<file path="src/rtl/tt_sweep_pkg.sv">
// Shared definitions for the truth-table sweeper: FSM states, row count and
// the row-to-bit mapping used by both the design and its reference model.
package tt_sweep_pkg;

    typedef enum logic [2:0] {
        ST_IDLE   = 3'd0,
        ST_APPLY  = 3'd1,
        ST_WAIT   = 3'd2,
        ST_SAMPLE = 3'd3,
        ST_FINISH = 3'd4
    } state_t;

    localparam int unsigned NUM_ROWS = 8;

    // Row 000 lands in the MSB of the code, row 111 in the LSB.
    function automatic logic [2:0] row_to_bit(input logic [2:0] row);
        return 3'd7 - row;
    endfunction

endpackage

</file>
<file path="src/rtl/tt_sync_chain.sv">
// Flop chain that brings the circuit-under-test output into the clk domain.
module tt_sync_chain #(
    parameter int unsigned STAGES = 2
) (
    input  logic clk_i,
    input  logic rst_i,
    input  logic d_i,
    output logic q_o
);

    logic [STAGES-1:0] sync_q;

    always_ff @(posedge clk_i or posedge rst_i) begin
        if (rst_i) begin
            sync_q <= '0;
        end else begin
            sync_q[0] <= d_i;
            for (int unsigned i = 1; i < STAGES; i++) begin
                sync_q[i] <= sync_q[i-1];
            end
        end
    end

    assign q_o = sync_q[STAGES-1];

endmodule

</file>
<file path="src/rtl/truth_table_sweeper.sv">
// Drives a 3-input circuit through all 8 input rows, rebuilds its truth-table
// code from the sampled output and compares it with the expected code.
module truth_table_sweeper
    import tt_sweep_pkg::*;
#(
    parameter logic [7:0]  EXPECTED      = 8'hD9,
    parameter int unsigned SETTLE_CYCLES = 4,
    parameter int unsigned SYNC_STAGES   = 2
) (
    input  logic       clk_i,
    input  logic       rst_i,
    input  logic       start_i,
    input  logic       abort_i,
    input  logic       dut_out_i,
    output logic       in1_o,
    output logic       in2_o,
    output logic       in3_o,
    output logic       busy_o,
    output logic       done_o,
    output logic       pass_o,
    output logic [7:0] captured_o,
    output logic [7:0] mismatch_mask_o
);

    localparam int unsigned CW          = $clog2(SETTLE_CYCLES + 1);
    localparam logic [CW-1:0] SETTLE_LOAD = CW'(SETTLE_CYCLES);
    localparam logic [CW-1:0] SETTLE_ONE  = CW'(1);
    localparam logic [2:0]  LAST_ROW    = 3'(NUM_ROWS - 1);

    generate
        if (SYNC_STAGES < 1 || SYNC_STAGES > 4) begin : g_bad_sync
            $error("SYNC_STAGES must be in 1..4");
        end
        if (SETTLE_CYCLES < SYNC_STAGES) begin : g_bad_settle
            $error("SETTLE_CYCLES must be >= SYNC_STAGES");
        end
    endgenerate

    state_t        state_q, state_d;
    logic [2:0]    row_q, row_d;
    logic [CW-1:0] settle_q, settle_d;
    logic [2:0]    stim_q, stim_d;
    logic          busy_q, busy_d;
    logic          done_q, done_d;
    logic          pass_q, pass_d;
    logic [7:0]    captured_q, captured_d;
    logic [7:0]    mask_q, mask_d;
    logic          dut_sync;

    tt_sync_chain #(
        .STAGES(SYNC_STAGES)
    ) u_sync (
        .clk_i(clk_i),
        .rst_i(rst_i),
        .d_i  (dut_out_i),
        .q_o  (dut_sync)
    );

    always_comb begin
        state_d    = state_q;
        row_d      = row_q;
        settle_d   = settle_q;
        stim_d     = stim_q;
        busy_d     = busy_q;
        done_d     = 1'b0;
        pass_d     = pass_q;
        mask_d     = mask_q;
        captured_d = captured_q;

        case (state_q)
            ST_IDLE: begin
                if (start_i) begin
                    state_d    = ST_APPLY;
                    row_d      = '0;
                    captured_d = '0;
                    busy_d     = 1'b1;
                end
            end
            ST_APPLY: begin
                stim_d   = row_q;
                settle_d = SETTLE_LOAD;
                state_d  = ST_WAIT;
                // A sweep restarted straight from FINISH skips IDLE, so clear here too.
                if (row_q == '0) begin
                    captured_d = '0;
                end
            end
            ST_WAIT: begin
                settle_d = settle_q - SETTLE_ONE;
                if (settle_q == SETTLE_ONE) begin
                    state_d = ST_SAMPLE;
                end
            end
            ST_SAMPLE: begin
                captured_d[row_to_bit(row_q)] = dut_sync;
                if (row_q == LAST_ROW) begin
                    state_d = ST_FINISH;
                end else begin
                    row_d   = row_q + 3'd1;
                    state_d = ST_APPLY;
                end
            end
            ST_FINISH: begin
                done_d = 1'b1;
                pass_d = (captured_q == EXPECTED);
                mask_d = captured_q ^ EXPECTED;
                stim_d = '0;
                if (start_i) begin
                    state_d = ST_APPLY;
                    row_d   = '0;
                    busy_d  = 1'b1;
                end else begin
                    state_d = ST_IDLE;
                    busy_d  = 1'b0;
                end
            end
            default: begin
                state_d = ST_IDLE;
                busy_d  = 1'b0;
                stim_d  = '0;
            end
        endcase

        if (abort_i) begin
            state_d    = ST_IDLE;
            row_d      = '0;
            settle_d   = '0;
            stim_d     = '0;
            busy_d     = 1'b0;
            done_d     = 1'b0;
            pass_d     = pass_q;
            mask_d     = mask_q;
            captured_d = captured_q;
        end
    end

    always_ff @(posedge clk_i or posedge rst_i) begin
        if (rst_i) begin
            state_q    <= ST_IDLE;
            row_q      <= '0;
            settle_q   <= '0;
            stim_q     <= '0;
            busy_q     <= 1'b0;
            done_q     <= 1'b0;
            pass_q     <= 1'b0;
            captured_q <= '0;
            mask_q     <= '0;
        end else begin
            state_q    <= state_d;
            row_q      <= row_d;
            settle_q   <= settle_d;
            stim_q     <= stim_d;
            busy_q     <= busy_d;
            done_q     <= done_d;
            pass_q     <= pass_d;
            captured_q <= captured_d;
            mask_q     <= mask_d;
        end
    end

    assign in1_o           = stim_q[2];
    assign in2_o           = stim_q[1];
    assign in3_o           = stim_q[0];
    assign busy_o          = busy_q;
    assign done_o          = done_q;
    assign pass_o          = pass_q;
    assign captured_o      = captured_q;
    assign mismatch_mask_o = mask_q;

endmodule

</file>
<file path="config.mk">
export PLATFORM = sky130hd
export DESIGN_NAME = truth_table_sweeper
export DESIGN_NICKNAME = d
export VERILOG_FILES = /design/src/rtl/tt_sweep_pkg.sv /design/src/rtl/tt_sync_chain.sv /design/src/rtl/truth_table_sweeper.sv
export SDC_FILE = /design/constraint.sdc
export NUM_CORES = 1
export LEC_CHECK = 0
export ABC_CLOCK_PERIOD_IN_PS = 2080
export CORE_ASPECT_RATIO = 0.8
export CORE_MARGIN = 1.5
export CORE_UTILIZATION = 45
export CTS_BUF_LIST = sky130_fd_sc_hd__clkbuf_8
export DETAILED_ROUTE_END_ITERATION = 7
export PLACE_DENSITY_LB_ADDON = 0.05
export SYNTH_ARGS = -nofsm -noshare
export SYNTH_HDL_FRONTEND = slang
export SYNTH_SLANG_ARGS = --single-unit
</file>
<file path="constraint.sdc">
create_clock -name clk_i -period 2.08 [get_ports clk_i]
set_clock_uncertainty 0.15 [all_clocks]
set_input_delay 0.416 -clock clk_i [delete_from_list [all_inputs] [get_ports clk_i]]
set_output_delay 0.416 -clock clk_i [all_outputs]
set_load 0.01 [all_outputs]
</file>
After elaboration in Yosys (flattened, before gate mapping)
Index checks and enable logic that the tools add are counted.
{ "classes": {"add_sub_neg": 3, "order_cmp": 2, "eq_ne": 15, "n_mux": 26, "bitwise": 2, "reduce_logical": 14} }
{ "op_table": {"columns": ["op", "count"], "rows": [
  ["3-bit 2-to-1 mux", 9],
  ["8-bit one-hot mux with 3 select lines", 1],
  ["3-bit one-hot mux with 2 select lines", 3],
  ["8-bit 2-to-1 mux", 2],
  ["3-bit one-hot mux with 5 select lines", 1],
  ["3-bit != test, second input constant", 3],
  ["3-bit nonzero test", 3],
  ["8-bit bitwise mux", 1],
  ["8-bit == test, second input constant", 1],
  ["1-bit 2-to-1 mux", 7],
  ["3-bit by 1-bit == test with 1-bit output, second input constant", 2],
  ["3-bit by 2-bit == test with 1-bit output, second input constant", 2],
  ["3-bit == test, second input constant", 2],
  ["3-bit logical NOT", 2],
  ["2-bit AND reduction", 3],
  ["3-bit OR reduction", 2],
  ["5-bit NOT", 1],
  ["3-bit by 4-bit less-than comparator with 1-bit output, second input constant", 1],
  ["2-bit by 1-bit != test with 1-bit output, second input constant", 2],
  ["2-bit != test, second input constant", 2],
  ["4-bit AND reduction", 1],
  ["3-bit by 1-bit adder with 3-bit output, second input constant", 1],
  ["1-bit demux with 3-bit select", 1],
  ["3-bit by 1-bit greater-or-equal comparator with 1-bit output, second input constant", 1],
  ["8 further kinds", 8]
]} }
{ "word_totals": {"reg_bits": 33, "input_bits": 5, "output_inout_bits": 22, "word_cells": 72} }

Depth between registers and ports, before layout
Gate-level depths: netlist of the first run.
{ "logic_depth": {"depth_word": 7, "ltp_mapped": 5, "ltp_nobuf": 5} }

By module
A second synthesis of the first run with hierarchy kept.
{ "unflattened": {"hier_cells": 155, "hier_area_um2": 1672.9} }
{ "by_module_without_submodules": {"columns": ["mod", "n_inst", "cells_each", "area_each_um2"], "rows": [
  ["truth_table_sweeper", 1, 152, 1619.1],
  ["tt_sync_chain", 1, 3, 53.8]
]} }

Worst setup path before layout of the first run
Ideal clock, no wire load.
{ "synth_path": {"path_kind": "reg-to-reg", "from": "register row_q[0]", "to": "register row_q[0]", "arrival_ns": 1.431, "setup_slack_ns": 0.374, "path_stages_with_launch": 6, "path_cell_list": "dfrtp_1 -> ha_1 -> ha_1 -> nor2_1 -> a221oi_4 -> mux2_4"} }
{ "synth_via": {"elab_chain_cells": 4, "word_cells_on_any_way": 7, "classes_between": "add/sub (1); eq/ne (2); mux (3); reduce/logical (1)"} }
{ "synth_rtl": {"columns": ["element", "line_no", "rtl"], "rows": [
  ["from (decl)", "truth_table_sweeper.sv:40", "logic [2:0] row_q, row_d;"],
  ["from (signal assigned)", "truth_table_sweeper.sv:150", "row_q <= row_d;"],
  ["3-bit by 1-bit adder with 3-bit output", "truth_table_sweeper.sv:99", "row_d = row_q + 3'd1;"],
  ["3-bit 2-to-1 mux", "truth_table_sweeper.sv:96", "if (row_q == LAST_ROW) begin"],
  ["3-bit one-hot mux with 2 select lines", "truth_table_sweeper.sv:70", "case (state_q)"],
  ["3-bit 2-to-1 mux", "truth_table_sweeper.sv:124", "if (abort_i) begin"]
]} }
Several ways; a longest one is shown, not always the timed one. The select of a mux whose other input is x is not followed.
A chain may end at the register's enable or synchronous reset.

Final worst setup path of the first run
{ "layout_path": {"from": "register state_q[1]", "to": "register row_q[0]"} }
{ "layout_via": {"elab_chain_cells": 4, "word_cells_on_any_way": 10, "classes_between": "eq/ne (4); mux (2); reduce/logical (4)"} }
{ "layout_rtl": {"columns": ["element", "line_no", "rtl"], "rows": [
  ["from (decl)", "truth_table_sweeper.sv:39", "state_t state_q, state_d;"],
  ["from (signal assigned)", "truth_table_sweeper.sv:149", "state_q <= state_d;"],
  ["3-bit == test or 3-bit logical NOT (tied branches)", "truth_table_sweeper.sv:70", null],
  ["2-bit OR reduction (no line)", null, null],
  ["3-bit by 1-bit != test with 1-bit output (no line) (tied with other cells)", null, null],
  ["3-bit AND reduction (no line) or 3-bit 2-to-1 mux (tied branches)", null, null]
]} }
Several ways; a longest one is shown, not always the timed one.

==> impl_metrics.xml, run 1 <==
<?xml version="1.0" encoding="UTF-8"?>
<metrics>
  <group name="outcome">
    <metric name="run_status" unit="">completed</metric>
  </group>
  <group name="clock_network">
    <metric name="cts.sink_count" unit="">33</metric>
    <metric name="root_driver" unit="">sky130_fd_sc_hd__clkbuf_8</metric>
    <metric name="post_cts.resized_instances" unit="">0</metric>
    <metric name="holdBufCountCts" unit="">0</metric>
    <metric name="cts-buffers-inserted" unit="">5</metric>
    <metric name="cts_setup_buffers" unit="">0</metric>
    <metric name="cts_tree" unit="">yes</metric>
    <metric name="cts_htree_levels" unit="">2</metric>
    <metric name="clock_transition_at_path_regs" unit="ns">0.06</metric>
    <metric name="clock_path_buffers" unit="">2</metric>
    <metric name="worst_skew_pair.late_latency" unit="ns">0.27</metric>
  </group>
  <group name="synthesis">
    <metric name="synth_seq_cells" unit="">33</metric>
    <metric name="syn-mean-instance-area" unit="um2">11.3</metric>
    <metric name="synth_async_sr_flop_share" unit="%">100</metric>
    <metric name="netlist_area" unit="mm2">0.00167</metric>
    <metric name="synth_flop_cell" unit="">sky130_fd_sc_hd__dfrtp_1</metric>
    <metric name="synth-warning-count" unit="">0</metric>
    <metric name="yosys.cell_types.count" unit="">41</metric>
    <metric name="synthesis.instances" unit="">147</metric>
    <metric name="ys_seq_area_share" unit="%">49.6</metric>
    <metric name="mappedNetlistNets" unit="">157</metric>
    <metric name="synth-edff-count" unit="">0</metric>
  </group>
  <group name="finish">
    <metric name="final_common_cell" unit="">sky130_fd_sc_hd__dfrtp_1</metric>
    <metric name="syn2layout_area_growth" unit="%">25.4</metric>
    <metric name="antenna_cells_inserted" unit="">0</metric>
    <metric name="fin_util" unit="%">59.8</metric>
    <metric name="layout.area.seq" unit="um2">826</metric>
    <metric name="multi_input_area" unit="um2">746</metric>
    <metric name="final.fill_count" unit="">289</metric>
    <metric name="drive_gt1_share" unit="%">15.8</metric>
    <metric name="most-common-layout-cells" unit="">sky130_fd_sc_hd__dfrtp_1 (33), sky130_fd_sc_hd__clkdlybuf4s50_1 (26), sky130_fd_sc_hd__inv_1 (18)</metric>
    <metric name="design.final.nets" unit="">193</metric>
  </group>
  <group name="die">
    <metric name="core_area" unit="mm2">0.00349</metric>
    <metric name="die_h" unit="um">57.4</metric>
    <metric name="die_area" unit="mm2">0.00408</metric>
    <metric name="die_width" unit="um">71.0</metric>
    <metric name="floorplan.rows" unit="">19</metric>
    <metric name="start_util" unit="%">47.7</metric>
    <metric name="floorplan.io_pins" unit="">27</metric>
  </group>
  <group name="place">
    <metric name="dp_hpwl" unit="um">2540</metric>
    <metric name="routabilityCongestion" unit="">0.841</metric>
    <metric name="port_buffers" unit="">26</metric>
  </group>
  <group name="power">
    <metric name="powerDensity" unit="mW/mm2">683</metric>
    <metric name="static_leakage" unit="nW">0.912</metric>
    <metric name="fin_total_pwr" unit="mW">1.43</metric>
    <metric name="vdd_ir_drop_max" unit="mV">0.491</metric>
  </group>
  <group name="global_route">
    <metric name="first_global_vias" unit="">1268</metric>
    <metric name="grt_start_max_net_pins" unit="">34</metric>
    <metric name="grt_pass1_wl" unit="um">6130</metric>
    <metric name="grt-ovfl-total" unit="">0</metric>
    <metric name="grt_antenna_before_repair" unit="">0</metric>
    <metric name="grt_use_total" unit="%">19.8</metric>
  </group>
  <group name="setup_path">
    <metric name="critPathCaptureType" unit="">flop</metric>
    <metric name="crit_fanout" unit="">15</metric>
    <metric name="setup.worst_path.class" unit="">reg2reg</metric>
    <metric name="crit_slowest_cell" unit="">sky130_fd_sc_hd__dfrtp_1</metric>
    <metric name="critical_path.max_stage_delay" unit="ns">0.67</metric>
    <metric name="critPathLaunchType" unit="">flop</metric>
    <metric name="worstPathRequired" unit="ns">2.09</metric>
    <metric name="crit_family" unit="">flip-flops</metric>
    <metric name="regToRegSetupSlack" unit="ns">0.22</metric>
    <metric name="critical_path.cell_chain" unit="">nor2_2 -&gt; a221oi_4 -&gt; mux2_4</metric>
    <metric name="worst-endpoint-arrival" unit="ns">1.86</metric>
    <metric name="critical_path.n_buffers_inverters" unit="">0</metric>
  </group>
  <group name="detailed_routing">
    <metric name="route.vias.total" unit="">1239</metric>
    <metric name="postRouteWirelength" unit="um">3510</metric>
    <metric name="first_iter_violations" unit="">47</metric>
    <metric name="route.detailed.vias_per_inst" unit="">5.48</metric>
    <metric name="route.antenna.remaining_nets" unit="">0</metric>
    <metric name="drt-pass1-iter-count" unit="">4</metric>
    <metric name="wire_length_per_cell" unit="um">15.5</metric>
    <metric name="drc" unit="">0</metric>
  </group>
  <group name="sta">
    <metric name="maxSlewViolCount" unit="">0</metric>
    <metric name="relSlewSlack" unit="%">64.8</metric>
    <metric name="timing.final.hold_violations" unit="">0</metric>
    <metric name="unrepaired_setup_endpoints_after_global_routing" unit="">false</metric>
    <metric name="layout_worst_path_cycle_share" unit="%">89.3</metric>
    <metric name="max_freq" unit="MHz">538</metric>
    <metric name="hold_ws" unit="ns">0.200</metric>
    <metric name="setup_violations" unit="">0</metric>
    <metric name="max_slew.worst_pin.slew" unit="ns">0.527</metric>
    <metric name="timing.final.crit_period" unit="ns">1.86</metric>
    <metric name="fin_setup_tns" unit="ns">0</metric>
  </group>
  <group name="job">
    <metric name="drv.max_cap_violation_count" unit="">0</metric>
  </group>
  <group name="worst_hold_path">
    <metric name="type_of_the_worst_min_delay_path" unit="">reg2reg</metric>
  </group>
</metrics>
-- where the power goes --
part           switching [mW]  internal, mW
sequential             0.0465         0.673
clock                   0.210         0.222
combinational           0.148         0.126
total                   0.405          1.02
-- through the flow --
| step | instance area [um2] | setup WS [ns] | cells |
|---|---|---|---|
| CTS | 2090 | 0.222 | 226 |
| global route | 2090 | 0.138 | 226 |
| floorplan | 1670 | 0.374 | 147 |
| detailed placement | 2010 | -0.0109 | 218 |
| global placement | 2010 | 0.0591 | 218 |
| finish | 2090 | 0.222 | 226 |
-- cell type report --
type / count / share of cell area [%]
Clock buffer: 5 / 3.30
Timing Repair Buffer: 35 / 15.7
Clock inverter: 3 / 0.539
Tap cell: 42 / 2.52
Multi-Input combinational cell: 93 / 35.7
Inverter: 15 / 2.70
Sequential cell: 33 / 39.5
-- cell families after synthesis --
family | Yosys count | share of synthesized area [%]
mux | 11 | 7.59
flops | 33 | 49.6
fa+ha+maj | 5 | 3.76
compound gates | 35 | 17.0
buf+inv | 21 | 5.63
simple gates | 41 | 15.9
xor+xnor | 1 | 0.526
-- synthesized netlist by cell type, types with 2 or more instances --
master                     count  area share [%]
sky130_fd_sc_hd__dfrtp_1      33              50
sky130_fd_sc_hd__inv_1        15             3.4
sky130_fd_sc_hd__nor2_1        9             2.0
sky130_fd_sc_hd__a21oi_1       8             2.4
sky130_fd_sc_hd__o211ai_1      8             3.6
sky130_fd_sc_hd__o221ai_1      7             3.7
sky130_fd_sc_hd__o21ai_0       6             1.8
sky130_fd_sc_hd__ha_1          5             3.8
sky130_fd_sc_hd__mux2_2        4             2.7
sky130_fd_sc_hd__mux2i_1       4             2.4
sky130_fd_sc_hd__nand2_1       4            0.90
sky130_fd_sc_hd__nand2b_1      4             1.5
sky130_fd_sc_hd__nor2b_1       4             1.5
sky130_fd_sc_hd__buf_2         3            0.90
sky130_fd_sc_hd__nor3b_1       3             1.4
sky130_fd_sc_hd__a221oi_4      2             3.2
sky130_fd_sc_hd__and3b_1       2             1.1
sky130_fd_sc_hd__mux2_4        2             1.8
sky130_fd_sc_hd__nand4_1       2            0.75
-- worst paths after layout --
check,start,to,cells after the start
worst max-delay path,state_q[1]$_DFFE_PP0P_,row_q[0]$_DFFE_PP0P_,3
worst min-delay path,u_sync.sync_q[0]$_DFF_PP0_,u_sync.sync_q[1]$_DFF_PP0_,0
worst max register to register,state_q[1]$_DFFE_PP0P_,row_q[0]$_DFFE_PP0P_,3
worst min register to register,u_sync.sync_q[0]$_DFF_PP0_,u_sync.sync_q[1]$_DFF_PP0_,0
max in group asynchronous,rst_i,row_q[0]$_DFFE_PP0P_,3
min in group asynchronous,rst_i,done_o$_DFF_PP0_,3
-- registers in the layout, summed over array words and instances, names as in the netlist --
signal           count
captured_o           8
mismatch_mask_o      8
row_q                3
settle_q             3
state_q              3
stim_q               3
u_sync.sync_q        2
busy_o               1
done_o               1
pass_o               1
-- metal layers --
| metal | vias up | share of wire, % | global-route usage [%] |
|---|---|---|---|
| met5 | - | 0 | 0 |
| met4 | 0 | 0.97 | 6.47 |
| met3 | 4 | 4.0 | 7.24 |
| met2 | 27 | 46 | 30.2 |
| met1 | 605 | 49 | 26.5 |
| li1 | 603 | - | - |
No activity file was read; power rests on OpenSTA's default activity.
==> run 2: changes to the inputs <==
ABC_CLOCK_PERIOD_IN_PS = 2400   (was 2080)
CAP_MARGIN = 10   (was not set)
clock period = 2.4 ns   (was 2.08 ns; I/O delays follow)
==> run 2 against run 1 <==
Sequential cell count stayed put. Total power is 14% lower. Critical endpoint is now row_q[2]$_DFFE_PP0P_. Clock-buffer cell count stayed put. Highest routed layer unchanged. Largest cell class unchanged. Final area is 1.8% lower. Worst setup slack better by 0.23 ns.
==> impl_metrics.xml, run 2 (synthesis gave the netlist of run 1 again) <==
<?xml version="1.0" encoding="UTF-8"?>
<metrics>
  <group name="outcome">
    <metric name="run_status" unit="">completed</metric>
  </group>
  <group name="power">
    <metric name="powerDensity" unit="mW/mm2">596</metric>
    <metric name="internal_power" unit="uW">875</metric>
    <metric name="seqPwrFrac" unit="%">51.8</metric>
    <metric name="netSwitchingFraction" unit="%">28.4</metric>
    <metric name="power_frac_clock" unit="%">30.8</metric>
    <metric name="power_switching" unit="uW">347</metric>
    <metric name="comb_power_share" unit="%">17.4</metric>
    <metric name="vdd_ir_drop_max" unit="mV">0.411</metric>
    <metric name="static_leakage" unit="nW">0.887</metric>
  </group>
  <group name="detailed_routing">
    <metric name="route.detailed.vias_per_inst" unit="">5.51</metric>
    <metric name="first_iter_violations" unit="">90</metric>
    <metric name="route.vias.total" unit="">1217</metric>
    <metric name="drc" unit="">0</metric>
    <metric name="drt-pass1-iter-count" unit="">4</metric>
    <metric name="postRouteWirelength" unit="um">3380</metric>
    <metric name="wire_length_per_cell" unit="um">15.3</metric>
    <metric name="route.antenna.remaining_nets" unit="">0</metric>
  </group>
  <group name="global_route">
    <metric name="grt-ovfl-total" unit="">0</metric>
    <metric name="grt_pass1_wl" unit="um">5900</metric>
    <metric name="first_global_vias" unit="">1207</metric>
    <metric name="grt_use_total" unit="%">18.7</metric>
    <metric name="grt_start_max_net_pins" unit="">34</metric>
    <metric name="grt_antenna_before_repair" unit="">0</metric>
  </group>
  <group name="die">
    <metric name="start_util" unit="%">47.7</metric>
    <metric name="die_area" unit="mm2">0.00408</metric>
    <metric name="die_h" unit="um">57.4</metric>
    <metric name="die_width" unit="um">71.0</metric>
    <metric name="floorplan.io_pins" unit="">27</metric>
    <metric name="core_area" unit="mm2">0.00349</metric>
    <metric name="floorplan.rows" unit="">19</metric>
  </group>
  <group name="setup_path">
    <metric name="critPathCaptureType" unit="">flop</metric>
    <metric name="worst-endpoint-arrival" unit="ns">1.96</metric>
    <metric name="crit_fanout" unit="">8</metric>
    <metric name="worstPathRequired" unit="ns">2.41</metric>
    <metric name="setup.worst_path.class" unit="">reg2reg</metric>
    <metric name="critPathLaunchType" unit="">flop</metric>
  </group>
  <group name="clock_network">
    <metric name="post_cts.resized_instances" unit="">0</metric>
    <metric name="cts_setup_buffers" unit="">0</metric>
    <metric name="holdBufCountCts" unit="">0</metric>
    <metric name="clock_path_buffers" unit="">2</metric>
    <metric name="root_driver" unit="">sky130_fd_sc_hd__clkbuf_8</metric>
    <metric name="cts_tree" unit="">yes</metric>
    <metric name="worst_skew_pair.late_latency" unit="ns">0.27</metric>
    <metric name="clock_transition_at_path_regs" unit="ns">0.06</metric>
    <metric name="cts-buffers-inserted" unit="">5</metric>
    <metric name="cts_htree_levels" unit="">2</metric>
    <metric name="cts.sink_count" unit="">33</metric>
  </group>
  <group name="sta">
    <metric name="timing.final.hold_violations" unit="">0</metric>
    <metric name="layout_worst_path_cycle_share" unit="%">81.2</metric>
    <metric name="relSlewSlack" unit="%">63.3</metric>
    <metric name="maxSlewViolCount" unit="">0</metric>
    <metric name="timing.final.crit_period" unit="ns">1.95</metric>
    <metric name="max_slew.worst_pin.slew" unit="ns">0.548</metric>
    <metric name="fin_setup_tns" unit="ns">0</metric>
    <metric name="unrepaired_setup_endpoints_after_global_routing" unit="">false</metric>
    <metric name="max_freq" unit="MHz">513</metric>
    <metric name="setup_violations" unit="">0</metric>
  </group>
  <group name="finish">
    <metric name="most-common-layout-cells" unit="">sky130_fd_sc_hd__dfrtp_1 (33), sky130_fd_sc_hd__clkdlybuf4s50_1 (26), sky130_fd_sc_hd__inv_1 (18)</metric>
    <metric name="design.final.nets" unit="">188</metric>
    <metric name="finish.cell_count_without_fillers" unit="">221</metric>
    <metric name="finalInstanceArea" unit="mm2">0.00205</metric>
    <metric name="syn2layout_area_growth" unit="%">23.1</metric>
    <metric name="antenna_cells_inserted" unit="">0</metric>
    <metric name="final_common_cell" unit="">sky130_fd_sc_hd__dfrtp_1</metric>
    <metric name="drive_gt1_share" unit="%">13.4</metric>
  </group>
  <group name="job">
    <metric name="drv.max_cap_violation_count" unit="">0</metric>
  </group>
  <group name="place">
    <metric name="routabilityCongestion" unit="">0.813</metric>
    <metric name="standard_cell_area_after_detailed_placement" unit="mm2">0.00197</metric>
    <metric name="numPlacedInstances" unit="">213</metric>
    <metric name="dp_hpwl" unit="um">2460</metric>
    <metric name="port_buffers" unit="">26</metric>
  </group>
  <group name="worst_hold_path">
    <metric name="type_of_the_worst_min_delay_path" unit="">reg2reg</metric>
  </group>
</metrics>
## run 2: final cells by class
class                           count  area, um2
Fill cell                         301       1440
Sequential cell                    33        826
Multi-Input combinational cell     93        746
Timing Repair Buffer               30        290
Clock buffer                        5       68.8
Inverter                           15       56.3
Tap cell                           42       52.6
Clock inverter                      3       11.3
## run 2: through the flow
stage	worst slack, ns	power [mW]	util (%)	hold WS, ns
2_1_floorplan	0.694	0.796	-	0.181
3_3_place_gp	0.254	0.850	56.4	0.186
3_5_place_dp	0.253	0.856	56.4	0.193
4_1_cts	0.440	1.24	58.7	0.208
5_1_grt	0.347	1.30	58.7	0.226
6_report	0.452	1.22	58.7	0.206
## run 2: worst max-delay path: stages (launching register included)
cell and delay [ns]:
sky130_fd_sc_hd__dfrtp_1 0.50, sky130_fd_sc_hd__ha_1 0.21, sky130_fd_sc_hd__ha_1 0.20, sky130_fd_sc_hd__nor2_1 0.08, sky130_fd_sc_hd__a221oi_4 0.36, sky130_fd_sc_hd__mux2_4 0.33
## run 2: routing by layer
metal / routed length (um) / GRT usage, % / part of all wire, % / vias to the layer above
met5: 0 / 0 / 0 / -
li1: - / - / - / 597
met2: 1540 / 27.4 / 45 / 17
met1: 1710 / 27.1 / 51 / 601
met4: 21 / 5.66 / 0.62 / 0
met3: 106 / 5.30 / 3.1 / 2
## run 2: final timing paths
kind                       slack [ns]                             end                       start  cells past startpoint
hold reg to reg                  0.21      u_sync.sync_q[1]$_DFF_PP0_  u_sync.sync_q[0]$_DFF_PP0_                      0
hold / removal                   0.21      u_sync.sync_q[1]$_DFF_PP0_  u_sync.sync_q[0]$_DFF_PP0_                      0
setup / recovery                 0.45            row_q[2]$_DFFE_PP0P_        row_q[1]$_DFFE_PP0P_                      5
setup reg to reg                 0.45            row_q[2]$_DFFE_PP0P_        row_q[1]$_DFFE_PP0P_                      5
max in group asynchronous        1.35            row_q[0]$_DFFE_PP0P_                       rst_i                      3
min in group asynchronous        0.45  mismatch_mask_o[0]$_DFFE_PP0P_                       rst_i                      3
## run 2: power by group through the flow
| stage | clock, mW | combinational, mW | sequential, mW |
|---|---|---|---|
| final | 0.376 | 0.213 | 0.633 |
| after global routing | 0.421 | 0.239 | 0.639 |
| after CTS | 0.394 | 0.215 | 0.632 |
| after detailed placement | 0 | 0.213 | 0.643 |
| after global placement | 0 | 0.211 | 0.640 |
| after floorplan | 0 | 0.175 | 0.621 |
